## config.mk

```make
export PLATFORM = sky130hd
export DESIGN_NAME = alu_operand_sequencer
export DESIGN_NICKNAME = d
export VERILOG_FILES = /design/src/rtl/alu_operand_sequencer.sv
export SDC_FILE = /design/constraint.sdc
export NUM_CORES = 1
export LEC_CHECK = 0
export BUFFER_PORTS_ARGS = -buffer_cell sky130_fd_sc_hd__buf_2
export CAP_MARGIN = 25
export CORE_MARGIN = 2
export CORE_UTILIZATION = 50
export DETAILED_ROUTE_END_ITERATION = 6
export PLACE_DENSITY = 0.79
export REMOVE_ABC_BUFFERS = 1
export SETUP_SLACK_MARGIN = 0.02
export SLEW_MARGIN = 20
export SYNTH_ARGS = -nofsm -noshare
export SYNTH_HDL_FRONTEND = slang
export SYNTH_SLANG_ARGS = --single-unit
```

## constraint.sdc

```tcl
create_clock -name clk -period 2.9 [get_ports clk]
set_clock_uncertainty 0.1 [all_clocks]
set_input_delay 0.435 -clock clk [delete_from_list [all_inputs] [get_ports clk]]
set_output_delay 0.435 -clock clk [all_outputs]
set_load 0.1 [all_outputs]
```

## src/rtl/alu_operand_sequencer.sv

```systemverilog
// Operand sequencer for a switch/button-driven N-bit ALU: loads A, B and the opcode on
// successive presses, then captures the ALU result. Optional button filter: ALU_SEQ_DEBOUNCE_EN.
module alu_operand_sequencer #(
  parameter int N         = 4,
  parameter int OPW       = 3,
  parameter int DB_CYCLES = 16
) (
  input  logic           clk,
  input  logic           rst_n,
  input  logic [N-1:0]   sw_data,
  input  logic [OPW-1:0] sw_op,
  input  logic           btn_load,
  input  logic [N-1:0]   alu_y,
  output logic [N-1:0]   alu_a,
  output logic [N-1:0]   alu_b,
  output logic [OPW-1:0] alu_op,
  output logic [N-1:0]   result,
  output logic           result_valid,
  output logic [2:0]     state
);

  localparam logic [2:0] S_A    = 3'd0;
  localparam logic [2:0] S_B    = 3'd1;
  localparam logic [2:0] S_OP   = 3'd2;
  localparam logic [2:0] S_EXEC = 3'd3;
  localparam logic [2:0] S_SHOW = 3'd4;

  logic           sync1_r;
  logic           sync2_r;
  logic           sync3_r;
  logic           press_r;
  logic           level_s;
  logic [2:0]     state_r;
  logic [N-1:0]   a_r;
  logic [N-1:0]   b_r;
  logic [OPW-1:0] op_r;
  logic [N-1:0]   res_r;
  logic           valid_r;

`ifdef ALU_SEQ_DEBOUNCE_EN
  localparam int             CW      = $clog2(DB_CYCLES + 1);
  localparam logic [CW-1:0]  DB_LAST = CW'(DB_CYCLES - 1);
  localparam logic [CW-1:0]  CNT_ONE = CW'(1);

  logic [CW-1:0] db_cnt_r;
  logic          filt_r;

  // Filtered level follows sync2 only after DB_CYCLES consecutive disagreeing samples.
  always_ff @(posedge clk or negedge rst_n) begin
    if (!rst_n) begin
      db_cnt_r <= '0;
      filt_r   <= 1'b0;
    end else if (sync2_r != filt_r) begin
      if (db_cnt_r == DB_LAST) begin
        filt_r   <= sync2_r;
        db_cnt_r <= '0;
      end else begin
        db_cnt_r <= db_cnt_r + CNT_ONE;
      end
    end else begin
      db_cnt_r <= '0;
    end
  end

  assign level_s = filt_r;
`else
  assign level_s = sync2_r;
`endif

  // Button synchronizer and registered rising-edge detect (one press per push).
  always_ff @(posedge clk or negedge rst_n) begin
    if (!rst_n) begin
      sync1_r <= 1'b0;
      sync2_r <= 1'b0;
      sync3_r <= 1'b0;
      press_r <= 1'b0;
    end else begin
      sync1_r <= btn_load;
      sync2_r <= sync1_r;
      sync3_r <= level_s;
      press_r <= level_s & ~sync3_r;
    end
  end

  // Load sequence FSM; operand registers only change on the press that selects them.
  always_ff @(posedge clk or negedge rst_n) begin
    if (!rst_n) begin
      state_r <= S_A;
      a_r     <= '0;
      b_r     <= '0;
      op_r    <= '0;
      res_r   <= '0;
      valid_r <= 1'b0;
    end else begin
      case (state_r)
        S_A: begin
          if (press_r) begin
            a_r     <= sw_data;
            valid_r <= 1'b0;
            state_r <= S_B;
          end
        end
        S_B: begin
          if (press_r) begin
            b_r     <= sw_data;
            state_r <= S_OP;
          end
        end
        S_OP: begin
          if (press_r) begin
            op_r    <= sw_op;
            state_r <= S_EXEC;
          end
        end
        // ALU inputs have been stable for a full cycle; presses here are dropped.
        S_EXEC: begin
          res_r   <= alu_y;
          valid_r <= 1'b1;
          state_r <= S_SHOW;
        end
        S_SHOW: begin
          if (press_r) begin
            state_r <= S_A;
          end
        end
        default: begin
          state_r <= S_A;
        end
      endcase
    end
  end

  assign alu_a        = a_r;
  assign alu_b        = b_r;
  assign alu_op       = op_r;
  assign result       = res_r;
  assign result_valid = valid_r;
  assign state        = state_r;

endmodule
```

# After elaboration in Yosys (flattened, before gate mapping)
# Index checks and enable logic that the tools add are counted.
dict set report totals {
  regBits 23
  latch_bits 0
  ramBits 0
  romBits 0
  in_bits 14
  word_cells 34
  memories 0
}
dict set report op_classes {
  addsub 0
  n_mul 0
  div_mod_pow 0
  n_lt_le_gt_ge 0
  n_eq_ne 8
  shift 0
  muxes 7
  bitwise_logic 2
  n_reduce_logical 7
}
# operator n
set ops {}
lappend ops {{case mux 3 bit (5 select lines)} 1}
lappend ops {{2-to-1 mux 3 bit} 4}
lappend ops {{!= test 2 bit, second input constant} 4}
lappend ops {{AND reduction 2 bit} 4}
lappend ops {{== test 3 x 2 -> 1 bit, second input constant} 2}
lappend ops {{AND reduction 4 bit} 1}
lappend ops {{== test 3 x 1 -> 1 bit, second input constant} 1}
lappend ops {{== test 3 bit, second input constant} 1}
lappend ops {{logical NOT 3 bit} 1}
lappend ops {{case mux 1 bit (2 select lines)} 1}
lappend ops {{nonzero test 2 bit} 1}
lappend ops {{bitwise AND 1 bit} 1}
lappend ops {{2-to-1 mux 1 bit} 1}
lappend ops {{NOT 1 bit} 1}

# Longest topological paths before layout
# Gate-level depths: netlist of the first run.
dict set report logic_depth {
  ltp_word 3
  depth_mapped 3
}

# Worst setup path before layout of the first run
# OpenSTA, ideal clock, no wires.
dict set report synth_path {
  path_kind {register -> register}
  start {reg state_r[0], in the netlist state[0]}
  end {reg b_r[0], in the netlist alu_b[0]}
  setup_ns 0.125
  t_arrival_ns 1.817
  t_required_ns 2.675
  path_slack_ns 0.857
  path_stages_with_launch 4
  path_buffers 1
  path_cell_list {dfrtp_1 clkbuf_2 and4bb_4 mux2_2}
}
dict set report synth_via {
  elab_chain_len 2
}
# element line
set synth_lines {}
lappend synth_lines {{start: declaration} 33} ;# logic [2:0] state_r;
lappend synth_lines {{start signal: assignment} 88} ;# state_r <= S_A;
lappend synth_lines {{start signal: assignment} 100} ;# state_r <= S_B;
lappend synth_lines {{start signal: assignment} 106} ;# state_r <= S_OP;
lappend synth_lines {{== test 3 x 1 -> 1 bit} 95} ;# case (state_r)
lappend synth_lines {{AND reduction 2 bit (no line)} --}
lappend synth_lines {{end signal: assignment} 105} ;# b_r <= sw_data;
lappend synth_lines {{end: declaration} 35} ;# logic [N-1:0] b_r;
# Every way passes these cells.
# A chain may end at the register's enable or synchronous reset.

# Final worst setup path of the first run
dict set report layout_path {
  start {reg state_r[0], in the netlist state[0]}
  end {out state[0]}
}
# element line
set layout_lines {}
lappend layout_lines {{end: declaration} 19} ;# output logic [2:0] state
# No word-level cell between the ends.

==> report_table.html, run 1 <==
<table>
<tr><th>Metric</th><th>Value</th></tr>
<tr><th colspan="2">Global routing</th></tr>
<tr><td>Initial antenna violation count</td><td>0</td></tr>
<tr><td>Overflow left after global routing</td><td>0</td></tr>
<tr><td>Global routing usage summed across all routing layers</td><td>15.3%</td></tr>
<tr><td>Largest net degree at the start of global routing</td><td>24</td></tr>
<tr><td>Via count of the first global-routing pass</td><td>504</td></tr>
<tr><td>Wire length of the first global-routing pass</td><td>2.28 mm</td></tr>
<tr><th colspan="2">Yosys</th></tr>
<tr><td>Ranking of synthesized cells by area</td><td>sky130_fd_sc_hd__dfrtp_1 (65%), sky130_fd_sc_hd__mux2_2 (19%), sky130_fd_sc_hd__nor4b_4 (2.7%)</td></tr>
<tr><td>Syn_area_per_cell</td><td>15.9 sq um</td></tr>
<tr><td>XOR/XNOR Fraction of Synth Area</td><td>0%</td></tr>
<tr><td>Cell area after technology mapping</td><td>891 sq um</td></tr>
<tr><td>Cell accounting for the most synthesized area</td><td>sky130_fd_sc_hd__dfrtp_1</td></tr>
<tr><td>Post-synthesis mux area share</td><td>19.0%</td></tr>
<tr><td>Count of different cell masters after synthesis</td><td>17</td></tr>
<tr><td>Synthesized netlist cell count</td><td>56</td></tr>
<tr><td>EDFF count, synth</td><td>0</td></tr>
<tr><td>Share of the synthesized area in the top cell type</td><td>64.6%</td></tr>
<tr><td>Area fraction in compound gates after synthesis</td><td>1.97%</td></tr>
<tr><td>Most frequent cells after synthesis</td><td>sky130_fd_sc_hd__dfrtp_1 (23), sky130_fd_sc_hd__mux2_2 (15), sky130_fd_sc_hd__a21oi_1 (2), sky130_fd_sc_hd__nand2b_1 (2), sky130_fd_sc_hd__nand3b_1 (2)</td></tr>
<tr><td>Yosys warns</td><td>0</td></tr>
<tr><td>Number of flip-flops and latches in the synthesized netlist</td><td>23</td></tr>
<tr><td>Most used flip-flop cell after synthesis</td><td>sky130_fd_sc_hd__dfrtp_1</td></tr>
<tr><td>Post-synthesis share of cell area spent on and, or, nand and nor gates</td><td>13.5%</td></tr>
<tr><td>Most numerous cell in the Yosys netlist</td><td>sky130_fd_sc_hd__dfrtp_1</td></tr>
<tr><td>Combinational family with the most area after synthesis</td><td>multiplexers</td></tr>
<tr><td>Ys async rst share</td><td>100%</td></tr>
<tr><td>Share of synthesized area occupied by flip-flops and latches</td><td>64.6%</td></tr>
<tr><td>Post-Synth Adder-Cell Area</td><td>0%</td></tr>
<tr><th colspan="2">Worst setup path</th></tr>
<tr><td>Cell-by-cell listing of the critical path</td><td>buf_2</td></tr>
<tr><td>Worst-path cell with the longest stage delay</td><td>sky130_fd_sc_hd__dfrtp_1</td></tr>
<tr><td>Category of the most critical setup path</td><td>reg2out</td></tr>
<tr><td>Largest stage delay on the critical path</td><td>0.54 ns</td></tr>
<tr><td>Crit path buf inv count</td><td>1</td></tr>
<tr><td>Required time at the endpoint of the critical path</td><td>2.37 ns</td></tr>
<tr><td>Type of element launching the critical path</td><td>register</td></tr>
<tr><td>Dominant delay contributor by cell family on the critical path</td><td>flip-flops</td></tr>
<tr><td>Biggest fanout along the worst timing path</td><td>11</td></tr>
<tr><td>Data arrival time of the worst path</td><td>1.33 ns</td></tr>
<tr><td>Type of destination of the critical path</td><td>primary output</td></tr>
<tr><th colspan="2">Clock tree</th></tr>
<tr><td>CTS H-Tree Depth</td><td>1</td></tr>
<tr><td>Insertion delay to the later sink of the worst-skew pair</td><td>0.29 ns</td></tr>
<tr><td>Buffer count from post-CTS setup fixing</td><td>0</td></tr>
<tr><td>Clock-pin slew on the worst setup and hold paths</td><td>0.11 ns</td></tr>
<tr><td>CTS tree</td><td>done</td></tr>
<tr><td>Number of sinks handled by clock tree synthesis</td><td>23</td></tr>
<tr><td>Post-CTS Hold Buffers</td><td>1</td></tr>
<tr><td>Clock buffer count from CTS</td><td>3</td></tr>
<tr><td>CTS-repair resized insts</td><td>0</td></tr>
<tr><td>Clk root buf</td><td>sky130_fd_sc_hd__clkbuf_4</td></tr>
<tr><td>Maximum clock path buffer count</td><td>2</td></tr>
<tr><th colspan="2">Layout</th></tr>
<tr><td>Count of antenna diodes in the layout</td><td>0</td></tr>
<tr><td>Flip-flop and latch area</td><td>576 sq um</td></tr>
<tr><td>Ratio of cells with drive above 1 in the final layout</td><td>57.6%</td></tr>
<tr><td>Area occupied by multi-input gates</td><td>307 sq um</td></tr>
<tr><td>Final net count</td><td>107</td></tr>
<tr><td>Design Area, Final</td><td>1110 sq um</td></tr>
<tr><td>Fill count</td><td>138</td></tr>
<tr><td>Final core utilization</td><td>65.2%</td></tr>
<tr><td>Synth-to-layout area growth</td><td>25.0%</td></tr>
<tr><th colspan="2">Detailed routing</th></tr>
<tr><td>Overall routed net length</td><td>1.41 mm</td></tr>
<tr><td>Average wire per standard cell</td><td>12.1 um</td></tr>
<tr><td>Routed met3 length</td><td>72 um</td></tr>
<tr><td>DR DRC count</td><td>0</td></tr>
<tr><td>Met2 WL post-DR</td><td>716 um</td></tr>
<tr><td>Number of nets still failing antenna checks after routing</td><td>0</td></tr>
<tr><td>Via count of the routed design</td><td>579</td></tr>
<tr><td>Highest routed metal layer</td><td>met4</td></tr>
<tr><td>Iter 0 DRT Violations</td><td>2</td></tr>
<tr><td>Via density</td><td>4.95</td></tr>
<tr><td>TritonRoute pass-1 iters</td><td>4</td></tr>
<tr><td>Length of routed wiring on met1</td><td>611 um</td></tr>
<tr><th colspan="2">Flow run</th></tr>
<tr><td>Max-cap violation count</td><td>0</td></tr>
<tr><th colspan="2">Floorplan</th></tr>
<tr><td>Number of core rows</td><td>15</td></tr>
<tr><td>Total die area</td><td>2140 sq um</td></tr>
<tr><td>Core area</td><td>1710 sq um</td></tr>
<tr><td>Top Ports</td><td>33</td></tr>
<tr><td>Initial Util</td><td>52.2%</td></tr>
<tr><td>Die Height</td><td>46.2 um</td></tr>
<tr><td>Width of the die</td><td>46.2 um</td></tr>
<tr><th colspan="2">STA</th></tr>
<tr><td>Min cycle time layout</td><td>1.86 ns</td></tr>
<tr><td>Share of the clock period used by the worst path after layout</td><td>64.3%</td></tr>
<tr><td>Worst setup slack after layout</td><td>1.04 ns</td></tr>
<tr><td>Final sum of negative setup slack</td><td>0 ns</td></tr>
<tr><td>Setup-failing EPs final</td><td>0</td></tr>
<tr><td>Highest clock rate</td><td>536 MHz</td></tr>
<tr><td>Setup repair after global routing missed its margin</td><td>no</td></tr>
<tr><td>Remaining max-slew budget at the tightest pin</td><td>67.6%</td></tr>
<tr><td>Number of endpoints with negative hold slack in the final report</td><td>0</td></tr>
<tr><td>Slew at the pin with the worst max-slew slack</td><td>0.487 ns</td></tr>
<tr><td>Max-slew violation count</td><td>0</td></tr>
<tr><th colspan="2">Placement</th></tr>
<tr><td>Pre-CTS setup slack</td><td>1.36 ns</td></tr>
<tr><td>Area of placed instances</td><td>1080 sq um</td></tr>
<tr><td>DP HPWL</td><td>1.06 mm</td></tr>
<tr><td>Final weighted congestion of routability-driven global placement</td><td>0.718</td></tr>
<tr><td>Input/output buffers</td><td>32</td></tr>
<tr><th colspan="2">Run status</th></tr>
<tr><td>Outcome</td><td>finished, final reports clean</td></tr>
<tr><th colspan="2">Worst hold path</th></tr>
<tr><td>Hold crit path type</td><td>in2reg</td></tr>
</table>
## placed cells by master (no fill, tap or decap)
cell / Yosys / layout
sky130_fd_sc_hd__nor4b_4: 1 / 1
sky130_fd_sc_hd__a211oi_1: 1 / 1
sky130_fd_sc_hd__dlygate4sd3_1: 0 / 1
sky130_fd_sc_hd__inv_1: 1 / 1
sky130_fd_sc_hd__nor2b_1: 1 / 1
sky130_fd_sc_hd__and4bb_4: 1 / 1
sky130_fd_sc_hd__and4bb_2: 1 / 1
sky130_fd_sc_hd__or2b_1: 1 / 1
sky130_fd_sc_hd__clkbuf_4: 0 / 3
sky130_fd_sc_hd__nand2b_1: 2 / 2
sky130_fd_sc_hd__nand3b_1: 2 / 2
sky130_fd_sc_hd__nor2_1: 1 / 1
sky130_fd_sc_hd__or4b_1: 1 / 1
sky130_fd_sc_hd__buf_2: 0 / 32
sky130_fd_sc_hd__mux2_2: 15 / 15
sky130_fd_sc_hd__nand2_1: 1 / 1
sky130_fd_sc_hd__dfrtp_1: 23 / 23
sky130_fd_sc_hd__or3b_1: 1 / 1
sky130_fd_sc_hd__a21oi_1: 2 / 2
sky130_fd_sc_hd__clkbuf_1: 0 / 1
## cell families after synthesis
group                  count (synthesis)
AOI/OAI and AO/OA                      3
buffers and inverters                  2
DFF                                   23
muxes                                 15
and+or+nand+nor                       13
## through the flow
step           std cells  hold WS [ns]
2_1_floorplan         55        0.0394
3_3_place_gp         112         0.234
3_5_place_dp         112         0.240
4_1_cts              117         0.124
5_1_grt              117         0.106
6_report             117         0.137
## worst paths after layout
kind | from | to | slack [ns] | cells after the start
worst max-delay path | state[0] | state[0] | 1.04 | 1
worst min-delay path | btn_load | sync1_r | 0.14 | 1
worst max register to register | state[2] | alu_a[1] | 1.36 | 2
worst min register to register | sync1_r | level_s | 0.26 | 0
max in group asynchronous | rst_n | result[3] | 1.85 | 2
min in group asynchronous | rst_n | result_valid | 0.52 | 2
## metal layers
layer | track usage [%] | up-vias
met5 | 0 | -
met1 | 20.9 | 283
li1 | - | 278
met4 | 8.57 | 0
met3 | 2.35 | 2
met2 | 23.3 | 16
## layout make-up
| class | instances | share of cell area, % |
|---|---|---|
| Clock buffer | 4 | 2.36 |
| Inverter | 1 | 0.337 |
| Multi-Input combinational cell | 31 | 27.5 |
| Sequential cell | 23 | 51.7 |
| Tap cell | 25 | 2.81 |
| Timing Repair Buffer | 33 | 15.3 |
## registers in the layout (all words and copies together) (netlist names)
register      flops
result_valid      1
sync1_r           1
result            4
press_r           1
alu_a             4
alu_op            3
alu_b             4
sync3_r           1
level_s           1
state             3
Power of run 1 is not shown: default switching activity piles up to over one toggle a cycle in this logic, so the estimate is an artifact.
==> run 2, diff against run 1 <==
--- a/config.mk
+++ b/config.mk
@@ -8,9 +8,9 @@
 export BUFFER_PORTS_ARGS = -buffer_cell sky130_fd_sc_hd__buf_2
 export CAP_MARGIN = 25
 export CORE_MARGIN = 2
-export CORE_UTILIZATION = 50
+export CORE_UTILIZATION = 46
 export DETAILED_ROUTE_END_ITERATION = 6
-export PLACE_DENSITY = 0.79
+export PLACE_DENSITY = 0.73
 export REMOVE_ABC_BUFFERS = 1
 export SETUP_SLACK_MARGIN = 0.02
 export SLEW_MARGIN = 20
==> constraint.sdc (replaced) <==
create_clock -name clk -period 1.8 [get_ports clk]
set_clock_uncertainty 0.1 [all_clocks]
set_input_delay 0.27 -clock clk [delete_from_list [all_inputs] [get_ports clk]]
set_output_delay 0.27 -clock clk [all_outputs]
set_load 0.1 [all_outputs]
==> run 2 against run 1 <==
Against the previous run: final area is 1.7% higher; critical path depth stayed put; via count is 4.1% lower; final cell count is 0.85% higher; sequential share of layout area is 0.86 points lower; worst hold slack worse by 0.054 ns; setup slack worse by 0.93 ns; largest cell class unchanged; wire length is 1.7% higher; core utilization is 1.7 points lower; flip-flop and latch count stayed put; critical endpoint is now state[2]; first-iteration DRC count is 50% lower; count of clock-buffer cells in the layout is 1 lower.
==> report_table.html, run 2 (synthesis gave the netlist of run 1 again) <==
<table>
<tr><th>Metric</th><th>Value</th></tr>
<tr><th colspan="2">Run status</th></tr>
<tr><td>Outcome</td><td>finished, final reports clean</td></tr>
<tr><th colspan="2">Layout</th></tr>
<tr><td>Design Area, Final</td><td>1130 sq um</td></tr>
<tr><td>Ratio of cells with drive above 1 in the final layout</td><td>58.1%</td></tr>
<tr><td>Most common library cell in the layout ignoring fill and taps</td><td>sky130_fd_sc_hd__buf_2</td></tr>
<tr><td>Final net count</td><td>108</td></tr>
<tr><td>Count of antenna diodes in the layout</td><td>0</td></tr>
<tr><td>Most frequent cells in the layout</td><td>sky130_fd_sc_hd__buf_2 (30), sky130_fd_sc_hd__dfrtp_1 (23), sky130_fd_sc_hd__mux2_2 (15)</td></tr>
<tr><td>Synth-to-layout area growth</td><td>27.1%</td></tr>
<tr><th colspan="2">Floorplan</th></tr>
<tr><td>Die Height</td><td>48.0 um</td></tr>
<tr><td>Initial Util</td><td>50.0%</td></tr>
<tr><td>Top Ports</td><td>33</td></tr>
<tr><td>Total die area</td><td>2300 sq um</td></tr>
<tr><td>Number of core rows</td><td>15</td></tr>
<tr><td>Core area</td><td>1780 sq um</td></tr>
<tr><td>Width of the die</td><td>48.0 um</td></tr>
<tr><th colspan="2">Worst setup path</th></tr>
<tr><td>Type of destination of the critical path</td><td>primary output</td></tr>
<tr><td>Worst-path cell with the longest stage delay</td><td>sky130_fd_sc_hd__dfrtp_1</td></tr>
<tr><td>Required time at the endpoint of the critical path</td><td>1.43 ns</td></tr>
<tr><td>Type of element launching the critical path</td><td>register</td></tr>
<tr><td>Cell-by-cell listing of the critical path</td><td>buf_2</td></tr>
<tr><td>Category of the most critical setup path</td><td>reg2out</td></tr>
<tr><td>Biggest fanout along the worst timing path</td><td>9</td></tr>
<tr><td>Largest stage delay on the critical path</td><td>0.53 ns</td></tr>
<tr><td>Dominant delay contributor by cell family on the critical path</td><td>flip-flops</td></tr>
<tr><td>Data arrival time of the worst path</td><td>1.33 ns</td></tr>
<tr><td>Crit path buf inv count</td><td>1</td></tr>
<tr><th colspan="2">Global routing</th></tr>
<tr><td>Global routing usage summed across all routing layers</td><td>14.3%</td></tr>
<tr><td>Largest net degree at the start of global routing</td><td>24</td></tr>
<tr><td>Initial antenna violation count</td><td>0</td></tr>
<tr><td>Via count of the first global-routing pass</td><td>474</td></tr>
<tr><td>Overflow left after global routing</td><td>0</td></tr>
<tr><td>Wire length of the first global-routing pass</td><td>2.12 mm</td></tr>
<tr><th colspan="2">Worst hold path</th></tr>
<tr><td>Hold crit path type</td><td>in2reg</td></tr>
<tr><th colspan="2">Detailed routing</th></tr>
<tr><td>DR DRC count</td><td>0</td></tr>
<tr><td>Average wire per standard cell</td><td>12.2 um</td></tr>
<tr><td>Iter 0 DRT Violations</td><td>1</td></tr>
<tr><td>TritonRoute pass-1 iters</td><td>2</td></tr>
<tr><td>Overall routed net length</td><td>1.44 mm</td></tr>
<tr><td>Via count of the routed design</td><td>555</td></tr>
<tr><td>Via density</td><td>4.70</td></tr>
<tr><td>Number of nets still failing antenna checks after routing</td><td>0</td></tr>
<tr><th colspan="2">Clock tree</th></tr>
<tr><td>Buffer count from post-CTS setup fixing</td><td>0</td></tr>
<tr><td>Clk root buf</td><td>sky130_fd_sc_hd__clkbuf_4</td></tr>
<tr><td>Clock buffer count from CTS</td><td>3</td></tr>
<tr><td>Number of sinks handled by clock tree synthesis</td><td>23</td></tr>
<tr><td>CTS H-Tree Depth</td><td>1</td></tr>
<tr><td>Insertion delay to the later sink of the worst-skew pair</td><td>0.30 ns</td></tr>
<tr><td>CTS tree</td><td>done</td></tr>
<tr><td>Maximum clock path buffer count</td><td>2</td></tr>
<tr><td>Clock-pin slew on the worst setup and hold paths</td><td>0.13 ns</td></tr>
<tr><th colspan="2">STA</th></tr>
<tr><td>Setup-failing EPs final</td><td>0</td></tr>
<tr><td>Worst slack on hold paths</td><td>0.0839 ns</td></tr>
<tr><td>Number of endpoints with negative hold slack in the final report</td><td>0</td></tr>
<tr><td>Remaining max-slew budget at the tightest pin</td><td>67.4%</td></tr>
<tr><td>Final sum of negative setup slack</td><td>0 ns</td></tr>
<tr><td>Max-slew violation count</td><td>0</td></tr>
<tr><td>Highest clock rate</td><td>589 MHz</td></tr>
<tr><td>Min cycle time layout</td><td>1.70 ns</td></tr>
<tr><td>Share of the clock period used by the worst path after layout</td><td>94.3%</td></tr>
<tr><td>Worst setup slack after layout</td><td>0.103 ns</td></tr>
<tr><td>Setup repair after global routing missed its margin</td><td>no</td></tr>
<tr><td>Slew at the pin with the worst max-slew slack</td><td>0.489 ns</td></tr>
<tr><th colspan="2">Placement</th></tr>
<tr><td>Pre-CTS setup slack</td><td>0.282 ns</td></tr>
<tr><td>DP HPWL</td><td>1.03 mm</td></tr>
<tr><td>Input/output buffers</td><td>32</td></tr>
<tr><td>Final weighted congestion of routability-driven global placement</td><td>0.707</td></tr>
<tr><td>Area of placed instances</td><td>1080 sq um</td></tr>
<tr><th colspan="2">Flow run</th></tr>
<tr><td>Max-cap violation count</td><td>0</td></tr>
</table>
==> run 2: layer usage <==
metal  vias to the layer above  part of all wire (%)  global-route usage (%)
met5                         -                     0                       0
met4                         0                   1.3                    6.49
met3                         2                   4.9                    5.66
met2                        17                    49                    21.6
met1                       265                    45                    18.2
li1                        271                     -                       -
==> run 2: area by class of cell <==
cell class / count / area (sq um)
Clock buffer: 3 / 22.5
Multi-Input combinational cell: 31 / 307
Clock inverter: 1 / 7.51
Sequential cell: 23 / 576
Timing Repair Buffer: 34 / 185
Inverter: 1 / 3.75
Fill cell: 147 / 651
Tap cell: 25 / 31.3
==> run 2: final timing paths <==
| kind | slack [ns] | from | end | cells after the start |
|---|---|---|---|---|
| setup / recovery | 0.10 | state[2] | state[2] | 1 |
| hold / removal | 0.08 | alu_y[1] | result[1] | 2 |
| setup reg to reg | 0.27 | state[2] | alu_a[1] | 2 |
| hold reg to reg | 0.26 | sync1_r | level_s | 0 |
| max in group asynchronous | 0.94 | rst_n | result[1] | 2 |
| min in group asynchronous | 0.34 | rst_n | result_valid | 2 |
==> run 2: per-stage QoR <==
step | utilization (%) | instances
after global routing | 63.5 | 118
final | 63.5 | 118
after detailed placement | 60.4 | 112
after global placement | 60.4 | 112
after floorplan | - | 55
after CTS | 63.2 | 118
==> run 2: timing repair <==
action                                 in CTS  in global routing
endpoints found under the hold margin      24                  0
setup endpoints to repair                   0                  2
hold buffers                                2                  0
gates resized for setup                     0                  2
Power of run 2 is left out for the same reason.
==> run 3, diff against run 2 <==
==> constraint.sdc (replaced) <==
create_clock -name clk -period 1.9 [get_ports clk]
set_clock_uncertainty 0.1 [all_clocks]
set_input_delay 0.285 -clock clk [delete_from_list [all_inputs] [get_ports clk]]
set_output_delay 0.285 -clock clk [all_outputs]
set_load 0.1 [all_outputs]
==> run 3 against run 2 <==
Against the previous run: core utilization fell by 0.28 points; count of clock-buffer cells in the layout did not move; die area did not move; largest cell class unchanged; critical path type unchanged.
==> report_table.html, run 3 (synthesis gave the netlist of run 1 again) <==
<table>
<tr><th>Metric</th><th>Value</th></tr>
<tr><th colspan="2">Clock tree</th></tr>
<tr><td>Maximum clock path buffer count</td><td>2</td></tr>
<tr><td>Buffer count from post-CTS setup fixing</td><td>0</td></tr>
<tr><td>Number of sinks handled by clock tree synthesis</td><td>23</td></tr>
<tr><td>CTS tree</td><td>done</td></tr>
<tr><td>CTS H-Tree Depth</td><td>1</td></tr>
<tr><td>Post-CTS Hold Buffers</td><td>2</td></tr>
<tr><td>Insertion delay to the later sink of the worst-skew pair</td><td>0.30 ns</td></tr>
<tr><td>Clock buffer count from CTS</td><td>3</td></tr>
<tr><td>CTS-repair resized insts</td><td>0</td></tr>
<tr><td>Clock-pin slew on the worst setup and hold paths</td><td>0.12 ns</td></tr>
<tr><td>Clk root buf</td><td>sky130_fd_sc_hd__clkbuf_4</td></tr>
<tr><th colspan="2">Global routing</th></tr>
<tr><td>Overflow left after global routing</td><td>0</td></tr>
<tr><td>Wire length of the first global-routing pass</td><td>2.12 mm</td></tr>
<tr><td>Initial antenna violation count</td><td>0</td></tr>
<tr><td>Via count of the first global-routing pass</td><td>474</td></tr>
<tr><td>Largest net degree at the start of global routing</td><td>24</td></tr>
<tr><td>Global routing usage summed across all routing layers</td><td>14.3%</td></tr>
<tr><th colspan="2">Floorplan</th></tr>
<tr><td>Number of core rows</td><td>15</td></tr>
<tr><td>Die Height</td><td>48.0 um</td></tr>
<tr><td>Width of the die</td><td>48.0 um</td></tr>
<tr><td>Top Ports</td><td>33</td></tr>
<tr><td>Core area</td><td>1780 sq um</td></tr>
<tr><td>Initial Util</td><td>50.0%</td></tr>
<tr><td>Total die area</td><td>2300 sq um</td></tr>
<tr><th colspan="2">Run status</th></tr>
<tr><td>Outcome</td><td>finished, final reports clean</td></tr>
<tr><th colspan="2">Detailed routing</th></tr>
<tr><td>Number of nets still failing antenna checks after routing</td><td>0</td></tr>
<tr><td>Overall routed net length</td><td>1.44 mm</td></tr>
<tr><td>TritonRoute pass-1 iters</td><td>2</td></tr>
<tr><td>DR DRC count</td><td>0</td></tr>
<tr><td>Via count of the routed design</td><td>553</td></tr>
<tr><td>Via density</td><td>4.69</td></tr>
<tr><td>Iter 0 DRT Violations</td><td>1</td></tr>
<tr><td>Average wire per standard cell</td><td>12.2 um</td></tr>
<tr><th colspan="2">Worst setup path</th></tr>
<tr><td>Launch instance of the worst register-to-register path</td><td>state[2]</td></tr>
<tr><td>Worst-path cell with the longest stage delay</td><td>sky130_fd_sc_hd__dfrtp_1</td></tr>
<tr><td>Category of the most critical setup path</td><td>reg2out</td></tr>
<tr><td>Critical R2R Capture</td><td>alu_a[1]</td></tr>
<tr><td>Crit path buf inv count</td><td>1</td></tr>
<tr><td>Data arrival time of the worst path</td><td>1.36 ns</td></tr>
<tr><td>Dominant delay contributor by cell family on the critical path</td><td>flip-flops</td></tr>
<tr><td>Type of element launching the critical path</td><td>register</td></tr>
<tr><td>Type of destination of the critical path</td><td>primary output</td></tr>
<tr><td>Cell-by-cell listing of the critical path</td><td>buf_2</td></tr>
<tr><td>Biggest fanout along the worst timing path</td><td>11</td></tr>
<tr><td>Required time at the endpoint of the critical path</td><td>1.51 ns</td></tr>
<tr><td>R2r setup slk</td><td>0.37 ns</td></tr>
<tr><td>R2R cell count</td><td>2</td></tr>
<tr><td>Largest stage delay on the critical path</td><td>0.56 ns</td></tr>
<tr><th colspan="2">Layout</th></tr>
<tr><td>Count of antenna diodes in the layout</td><td>0</td></tr>
<tr><td>Most frequent cells in the layout</td><td>sky130_fd_sc_hd__buf_2 (32), sky130_fd_sc_hd__dfrtp_1 (23), sky130_fd_sc_hd__mux2_2 (15)</td></tr>
<tr><td>Synth-to-layout area growth</td><td>26.5%</td></tr>
<tr><td>Area occupied by multi-input gates</td><td>307 sq um</td></tr>
<tr><td>Fill count</td><td>147</td></tr>
<tr><td>Ratio of cells with drive above 1 in the final layout</td><td>58.1%</td></tr>
<tr><td>Most common library cell in the layout ignoring fill and taps</td><td>sky130_fd_sc_hd__buf_2</td></tr>
<tr><td>Design Area, Final</td><td>1130 sq um</td></tr>
<tr><td>Final net count</td><td>108</td></tr>
<tr><td>Flip-flop and latch area</td><td>576 sq um</td></tr>
<tr><th colspan="2">Placement</th></tr>
<tr><td>DP HPWL</td><td>1.03 mm</td></tr>
<tr><td>Final weighted congestion of routability-driven global placement</td><td>0.707</td></tr>
<tr><td>Area of placed instances</td><td>1080 sq um</td></tr>
<tr><td>Input/output buffers</td><td>32</td></tr>
<tr><th colspan="2">STA</th></tr>
<tr><td>Min cycle time layout</td><td>1.74 ns</td></tr>
<tr><td>Slew at the pin with the worst max-slew slack</td><td>0.489 ns</td></tr>
<tr><td>Share of the clock period used by the worst path after layout</td><td>91.6%</td></tr>
<tr><td>Setup repair after global routing missed its margin</td><td>no</td></tr>
<tr><td>Highest clock rate</td><td>574 MHz</td></tr>
<tr><td>Final sum of negative setup slack</td><td>0 ns</td></tr>
<tr><td>Remaining max-slew budget at the tightest pin</td><td>67.4%</td></tr>
<tr><td>Max-slew violation count</td><td>0</td></tr>
<tr><td>Number of endpoints with negative hold slack in the final report</td><td>0</td></tr>
<tr><td>Setup-failing EPs final</td><td>0</td></tr>
<tr><th colspan="2">Worst hold path</th></tr>
<tr><td>Hold crit path type</td><td>in2reg</td></tr>
<tr><td>Launch point of the worst hold path</td><td>alu_y[1]</td></tr>
<tr><td>Hold-critical path endpoint</td><td>result[1]</td></tr>
<tr><td>Worst Hold Depth</td><td>2</td></tr>
<tr><th colspan="2">Flow run</th></tr>
<tr><td>Max-cap violation count</td><td>0</td></tr>
</table>
-- run 3: cell types whose count changed in the layout (fill, tap and decap cells not counted) --
cell,before,now
sky130_fd_sc_hd__buf_2,30,32
sky130_fd_sc_hd__clkbuf_4,5,3
-- run 3: stage by stage --
step	setup slack, ns	utilization (%)	instances	hold slack [ns]
after floorplan	-0.0910	-	55	-0.111
after global placement	0.405	60.4	112	0.177
after detailed placement	0.382	60.4	112	0.186
after CTS	0.126	63.2	118	0.0876
after global routing	0.0801	63.2	118	0.0765
final	0.159	63.2	118	0.0995
-- run 3: area by class of cell --
class / instances / share of cell area [%]
Sequential cell: 23 / 51.1
Clock inverter: 1 / 0.666
Clock buffer: 3 / 2.00
Multi-Input combinational cell: 31 / 27.2
Tap cell: 25 / 2.77
Timing Repair Buffer: 34 / 16.0
Inverter: 1 / 0.333
-- run 3: how the worst max path moves through the flow --
stage	slack, ns	start	to	cells after the start
after global routing	0.08	state[0]	state[0]	1
after CTS	0.13	state[0]	state[0]	1
after global placement	0.41	state[2]	alu_a[1]	2
final	0.16	state[0]	state[0]	1
after detailed placement	0.38	state[2]	alu_a[0]	2
after floorplan	-0.09	state[0]	alu_b[0]	2
-- run 3: worst register-to-register path, stage by stage (launching register included) --
cell	delay, ns
sky130_fd_sc_hd__dfrtp_1	0.50
sky130_fd_sc_hd__nor4b_4	0.45
sky130_fd_sc_hd__mux2_2	0.38
-- run 3: layer usage --
layer,vias to the layer above,GRT usage [%],wire [um]
met3,2,5.66,72
met5,-,0,0
met2,17,21.6,690
met1,263,18.2,655
met4,0,6.49,18
li1,271,-,-
Power of run 3 is left out for the same reason.
